File: src/rtl/jt49_eg_pkg.sv
// Shared definitions for the jt49_eg_gen envelope generator.
// Bit positions inside the 4-bit shape control word and the envelope
// state encoding live here so the top and the bench agree on them.
package jt49_eg_pkg;

    // Shape control bit indices.
    localparam int CTRL_CONT = 3;
    localparam int CTRL_ATT  = 2;
    localparam int CTRL_ALT  = 1;
    localparam int CTRL_HOLD = 0;

    // Envelope state: RUN steps on prescaler ticks, HOLD freezes the level.
    typedef enum logic {
        EG_RUN  = 1'b0,
        EG_HOLD = 1'b1
    } eg_state_e;

endpackage

File: src/rtl/jt49_eg_presc.sv
// Envelope period prescaler.
// Counts cen cycles and raises tick_o for one cycle every max(period,1)
// cen cycles. period_i is read live: if it shrinks below the current
// count, the next cen produces a tick. clear_i restarts the count.
module jt49_eg_presc #(
    parameter int PW = 16
) (
    input  logic          clk,
    input  logic          rst_n,
    input  logic          cen_i,
    input  logic          clear_i,
    input  logic [PW-1:0] period_i,
    output logic          tick_o
);

    logic [PW-1:0] cnt_q;
    logic [PW-1:0] cnt_d;
    logic [PW-1:0] limit;

    // Terminal count is max(period,1)-1, so period 0 behaves as period 1.
    always_comb begin
        limit = '0;
        if (period_i != '0) begin
            limit = period_i - {{(PW-1){1'b0}}, 1'b1};
        end
        tick_o = cen_i && (cnt_q >= limit);
        cnt_d  = cnt_q;
        if (clear_i) begin
            cnt_d = '0;
        end else if (tick_o) begin
            cnt_d = '0;
        end else if (cen_i) begin
            cnt_d = cnt_q + {{(PW-1){1'b0}}, 1'b1};
        end
    end

    // Counter register with synchronous active-low reset.
    always_ff @(posedge clk) begin
        if (!rst_n) begin
            cnt_q <= '0;
        end else begin
            cnt_q <= cnt_d;
        end
    end

endmodule

File: src/rtl/jt49_eg_gen.sv
// AY-3-8910 compatible envelope generator with built-in period prescaler.
// Produces an EW-bit level following the 16 AY shapes. The level is
// step XOR {EW{inv}}, registered one clock after the tick or restart.
// Optional feature: define JT49_EG_CYCLE_EN to get the 'cycle' port, a
// one-clock strobe coincident with the env update at every end of a
// 2^EW-step cycle while running.
// Handshake: restart is a single-clock pulse with no ready; it is always
// accepted, latches ctrl and wins over a prescaler tick in the same clock.
// The FSM state is visible on dbg_state for checkers.
module jt49_eg_gen
    import jt49_eg_pkg::*;
#(
    parameter int EW = 5,
    parameter int PW = 16
) (
    input  logic          clk,
    input  logic          rst_n,
    input  logic          cen,
    input  logic          restart,
    input  logic [3:0]    ctrl,
    input  logic [PW-1:0] period,
    output eg_state_e     dbg_state,
    output logic [EW-1:0] env
`ifdef JT49_EG_CYCLE_EN
    ,
    output logic          cycle
`endif
);

    localparam logic [EW-1:0] STEP_MAX = {EW{1'b1}};

    eg_state_e     state_q;
    logic [3:0]    ctrl_q;
    logic [EW-1:0] step_q;
    logic          inv_q;
    logic [EW-1:0] env_q;
    logic          tick;
    logic [EW-1:0] step_d;
    logic          inv_alt_d;
`ifdef JT49_EG_CYCLE_EN
    logic          cycle_q;
`endif

    jt49_eg_presc #(.PW(PW)) u_presc (
        .clk      (clk),
        .rst_n    (rst_n),
        .cen_i    (cen),
        .clear_i  (restart),
        .period_i (period),
        .tick_o   (tick)
    );

    // Next step value and the inversion after an end-of-cycle alternate.
    always_comb begin
        step_d    = step_q + {{(EW-1){1'b0}}, 1'b1};
        inv_alt_d = inv_q ^ ctrl_q[CTRL_ALT];
    end

    // Envelope FSM: restart beats tick, reset beats both; outputs registered.
    always_ff @(posedge clk) begin
        if (!rst_n) begin
            state_q <= EG_HOLD;
            ctrl_q  <= 4'b0000;
            step_q  <= '0;
            inv_q   <= 1'b0;
            env_q   <= '0;
`ifdef JT49_EG_CYCLE_EN
            cycle_q <= 1'b0;
`endif
        end else begin
`ifdef JT49_EG_CYCLE_EN
            cycle_q <= 1'b0;
`endif
            if (restart) begin
                ctrl_q  <= ctrl;
                step_q  <= '0;
                inv_q   <= ~ctrl[CTRL_ATT];
                state_q <= EG_RUN;
                env_q   <= {EW{~ctrl[CTRL_ATT]}};
            end else if (state_q == EG_RUN && tick) begin
                if (step_q != STEP_MAX) begin
                    step_q <= step_d;
                    env_q  <= step_d ^ {EW{inv_q}};
                end else begin
`ifdef JT49_EG_CYCLE_EN
                    cycle_q <= 1'b1;
`endif
                    if (!ctrl_q[CTRL_CONT]) begin
                        // One-shot shapes always end silent.
                        state_q <= EG_HOLD;
                        inv_q   <= 1'b1;
                        step_q  <= STEP_MAX;
                        env_q   <= '0;
                    end else if (ctrl_q[CTRL_HOLD]) begin
                        state_q <= EG_HOLD;
                        inv_q   <= inv_alt_d;
                        env_q   <= STEP_MAX ^ {EW{inv_alt_d}};
                    end else begin
                        step_q <= '0;
                        inv_q  <= inv_alt_d;
                        env_q  <= {EW{inv_alt_d}};
                    end
                end
            end
        end
    end

    assign dbg_state = state_q;
    assign env       = env_q;
`ifdef JT49_EG_CYCLE_EN
    assign cycle     = cycle_q;
`endif

endmodule

File: config.mk
export PLATFORM = sky130hd
export DESIGN_NAME = jt49_eg_gen
export DESIGN_NICKNAME = d
export VERILOG_FILES = /design/src/rtl/jt49_eg_pkg.sv /design/src/rtl/jt49_eg_presc.sv /design/src/rtl/jt49_eg_gen.sv
export SDC_FILE = /design/constraint.sdc
export NUM_CORES = 1
export LEC_CHECK = 0
export ABC_AREA = 1
export CORE_MARGIN = 2
export CORE_UTILIZATION = 53
export CTS_BUF_LIST = sky130_fd_sc_hd__clkbuf_4 sky130_fd_sc_hd__clkbuf_8
export CTS_CLUSTER_SIZE = 14
export DETAILED_ROUTE_END_ITERATION = 7
export PLACE_DENSITY_LB_ADDON = 0.2
export SETUP_SLACK_MARGIN = 0.1
export SYNTH_ARGS = -nofsm -noshare
export SYNTH_HDL_FRONTEND = slang
export SYNTH_HIERARCHICAL = 1
export SYNTH_SLANG_ARGS = --single-unit
File: constraint.sdc
create_clock -name clk -period 2.8 [get_ports clk]
set_input_delay 0.28 -clock clk [delete_from_list [all_inputs] [get_ports clk]]
set_output_delay 0.28 -clock clk [all_outputs]
set_load 0.05 [all_outputs]
==> flow_summary.toml <==
[drt]
num_vias = 2850
drcViolationCount = 0
vias_per_cell = 5.632
dr.pass1.iters = 5
wl_per_cell_um = 15.60
drt-total-wl_um = 7895
drtIter0Drc = 315
antenna_left = 0

[grt]
grt.busiest_layer = "met2"
grt_antenna_before_repair = 0
use_met2_pct = 45.66
first_global_vias = 2497
use_met3_pct = 4.972
grt_max_degree = 17
use_met1_pct = 37.97
grt.total_usage_pct = 27.60
grt_first_pass_wirelength_um = 11550
grt.overflow.total = 0

[synth]
synth_xor_area_share_pct = 7.681
syn_avg_cell_area_sq_um = 6.576
synthCells = 379
synth_mux_area_share_pct = 0.4016
syn_area_sq_mm = 0.002492
synth_warnings = 6
synth_compound_area_share_pct = 10.44
synth_top_area_share_pct = 24.90
yosys-top-cells-area = "dfxtp_1, nand2_1, ha_1"
synth_common_cells = "nand2_1, nor2_1, inv_1"
synth_seq_area_share_pct = 24.90
synth-simple-area-share_pct = 37.50
ys_types = 36
synth_ff_type = "dfxtp_1"
synth_edf_count = 0
ys_async_sr_fraction_pct = 0
synth_top_family_by_area = "simple AND/OR/NAND/NOR gates"
synth-adder-area-share_pct = 10.54
synth_top_area_cell = "dfxtp_1"
synth_most_common_cell = "nand2_1"
ys_ff_latch = 31
synthesis.nets = 424

[timing]
hold_viol = 0
max_freq_ghz = 0.3787
worst_pin_slew_ps = 508.4
min_period_ps = 2641
relSlewSlack_pct = 66.00
rsz0062_at_grt = "true"
final.setup.worst_slack_ps = 159.2
period_share_pct = 94.31
maxSlewViolCount = 0
finalHoldWorstSlack_ps = 466.6
setup_viol = 0
fin_skew_ps = 6.159

[finish]
antenna-diode-count = 0
layout-drive-gt1-share_pct = 32.60
fillerInstances = 284
area_delta_synth_final_pct = 43.67
fin_cells = 506
layout.nets = 498
finish.utilization_pct = 80.57

[place]
pre_cts_slack_ps = -580.2
port_buffers = 29
dp_cells = 485
gp_congestion = 0.8689
dp_hpwl_um = 4838

[pwr]
power_density_mw_per_mm2 = 332.2
power_leakage_nw = 1.601
design_power_total_mw = 1.190
peakVddDrop_uv = 368.8

[critical_path]
critPathMaxFanout = 6
end_kind = "flop"
cpLargestDelayFamily = "simple AND/OR/NAND/NOR gates"
cp-start-kind = "input pin"
cp_common_cell = "nand2_1"
cp_data_arrival_time_ps = 2840
critPathBufInv = 7
crit_chain = "clkdlybuf4s15_1 > nor2_4 > nand2_2 > nor2_4 > nand3_2 > buf_6 > nand2_1 > ha_1 > nand2_2 > inv_2 > nand2_2 > nor2_2 > nor2_1 > nand2_1 > nand2_1 > nand2_1 > nand2_1 > inv_1 > inv_2 > nor2_4 > buf_4 > o21ai_4 > inv_2 > a311oi_2"
cp_slowest_stage_delay_ps = 250
setup.worst_path.class = "in -> reg"
critPathRequiredTime_ps = 3000
cpMaxStageDelayCell = "clkdlybuf4s15_1"

[floorplan]
dieArea_sq_mm = 0.005267
die_x_um = 72.58
ioPinCount = 30
start_util_pct = 56.08
design.core.area_sq_mm = 0.004444
rows = 24
die_y_um = 72.58

[worst_hold_path]
min_path_type = "reg -> reg"

[cts]
clk_latency_ps = 280
clk_pin_slew_ps = 70
numCtsBuffers = 5
cts_tree = "done"
ctsLongestPathBuffers = 2
root_buffer = "clkbuf_8"
cts_hold_buffers = 0
htree_levels = 2
cts_sinks = 31

[status]
status = "finished clean"

[flow_run]
drv_cap = 0
==> power breakdown <==
| part | switching [mW] | total (mW) | internal, mW | leakage [nW] |
|---|---|---|---|---|
| Sequential | 0.0134 | 0.465 | 0.452 | 0.252 |
| Clock | 0.172 | 0.460 | 0.288 | 0.0612 |
| Combinational | 0.149 | 0.265 | 0.116 | 1.29 |
| Total | 0.334 | 1.19 | 0.856 | 1.60 |
==> timing repair <==
item | in CTS | in global routing
endpoints found under the setup margin | 28 | 28
gates cloned | 1 | 0
gates resized for setup | 77 | 81
setup buffers | 7 | 6
pin swaps | 36 | 45
==> logic make-up after synthesis <==
logic type / Yosys count
XOR/XNOR: 21
AND/OR/NAND/NOR: 207
adder cells (fa/ha/maj): 21
buffers and inverters: 50
flip-flops: 31
AO/OA/AOI/OAI: 48
multiplexers: 1
==> layout by cell type, fill, tap and decap left out, drive strengths merged <==
cell type and n:
nor3 7, clkdlybuf4s15 1, xor2 14, clkbuf 12, inv 46, nand3 21, nand4 13, dlygate4sd2 2
nor4 1, dfxtp 31, o211ai 1, nor2 60, o21bai 1, xnor2 7, ha 21, clkinv 1
clkdlybuf4s50 13, mux2i 1, nand3b 1, o21ai 18, bufinv 1, a311oi 1, buf 49, or2 5
nand2 99, a21oi 27
==> state kept, by name, indices dropped and copies added, names as in the netlist <==
signal         flops
step_q             5
env                5
dbg_state          1
ctrl_q             3
u_presc/cnt_q     16
inv_q              1
==> per-stage QoR <==
step | setup TNS [ps] | cell area, sq um
2_1_floorplan | 0 | 2492
3_3_place_gp | -7065 | 3030
3_5_place_dp | -10890 | 3030
4_1_cts | 0 | 3377
5_1_grt | -11.74 | 3581
6_report | 0 | 3581
==> path summary, 6_finish.rpt <==
check | start | endpoint | slack (ps) | cells after the start
max | period[7] | step_q[1] | 160 | 24
min | env[0] | env[0] | 470 | 2
max reg2reg | u_presc/cnt_q[5] | step_q[1] | 570 | 17
min reg2reg | env[0] | env[0] | 470 | 2
==> per-layer routing <==
layer | vias to the layer above | share of wire [%]
met2 | 127 | 49
met4 | 0 | 1.9
met3 | 20 | 6.3
met1 | 1323 | 43
met5 | - | 0
li1 | 1380 | -
==> tightest hold or removal path: stages, from the launching register on <==
cell and delay [ps]:
dfxtp_1 310, nand2_1 60, a21oi_1 50
==> final cells by class <==
| cell class | count | area (sq um) | share of cell area [%] |
|---|---|---|---|
| inverter | 46 | 190.2 | 5.311 |
| clock buffer | 6 | 82.58 | 2.306 |
| sequential | 31 | 620.6 | 17.33 |
| tap | 52 | 65.06 | 1.817 |
| multi-input combinational | 298 | 1974 | 55.14 |
| clock inverter | 2 | 35.03 | 0.9783 |
| timing repair buffer | 71 | 613.1 | 17.12 |
(Power assumes the default switching activity.)
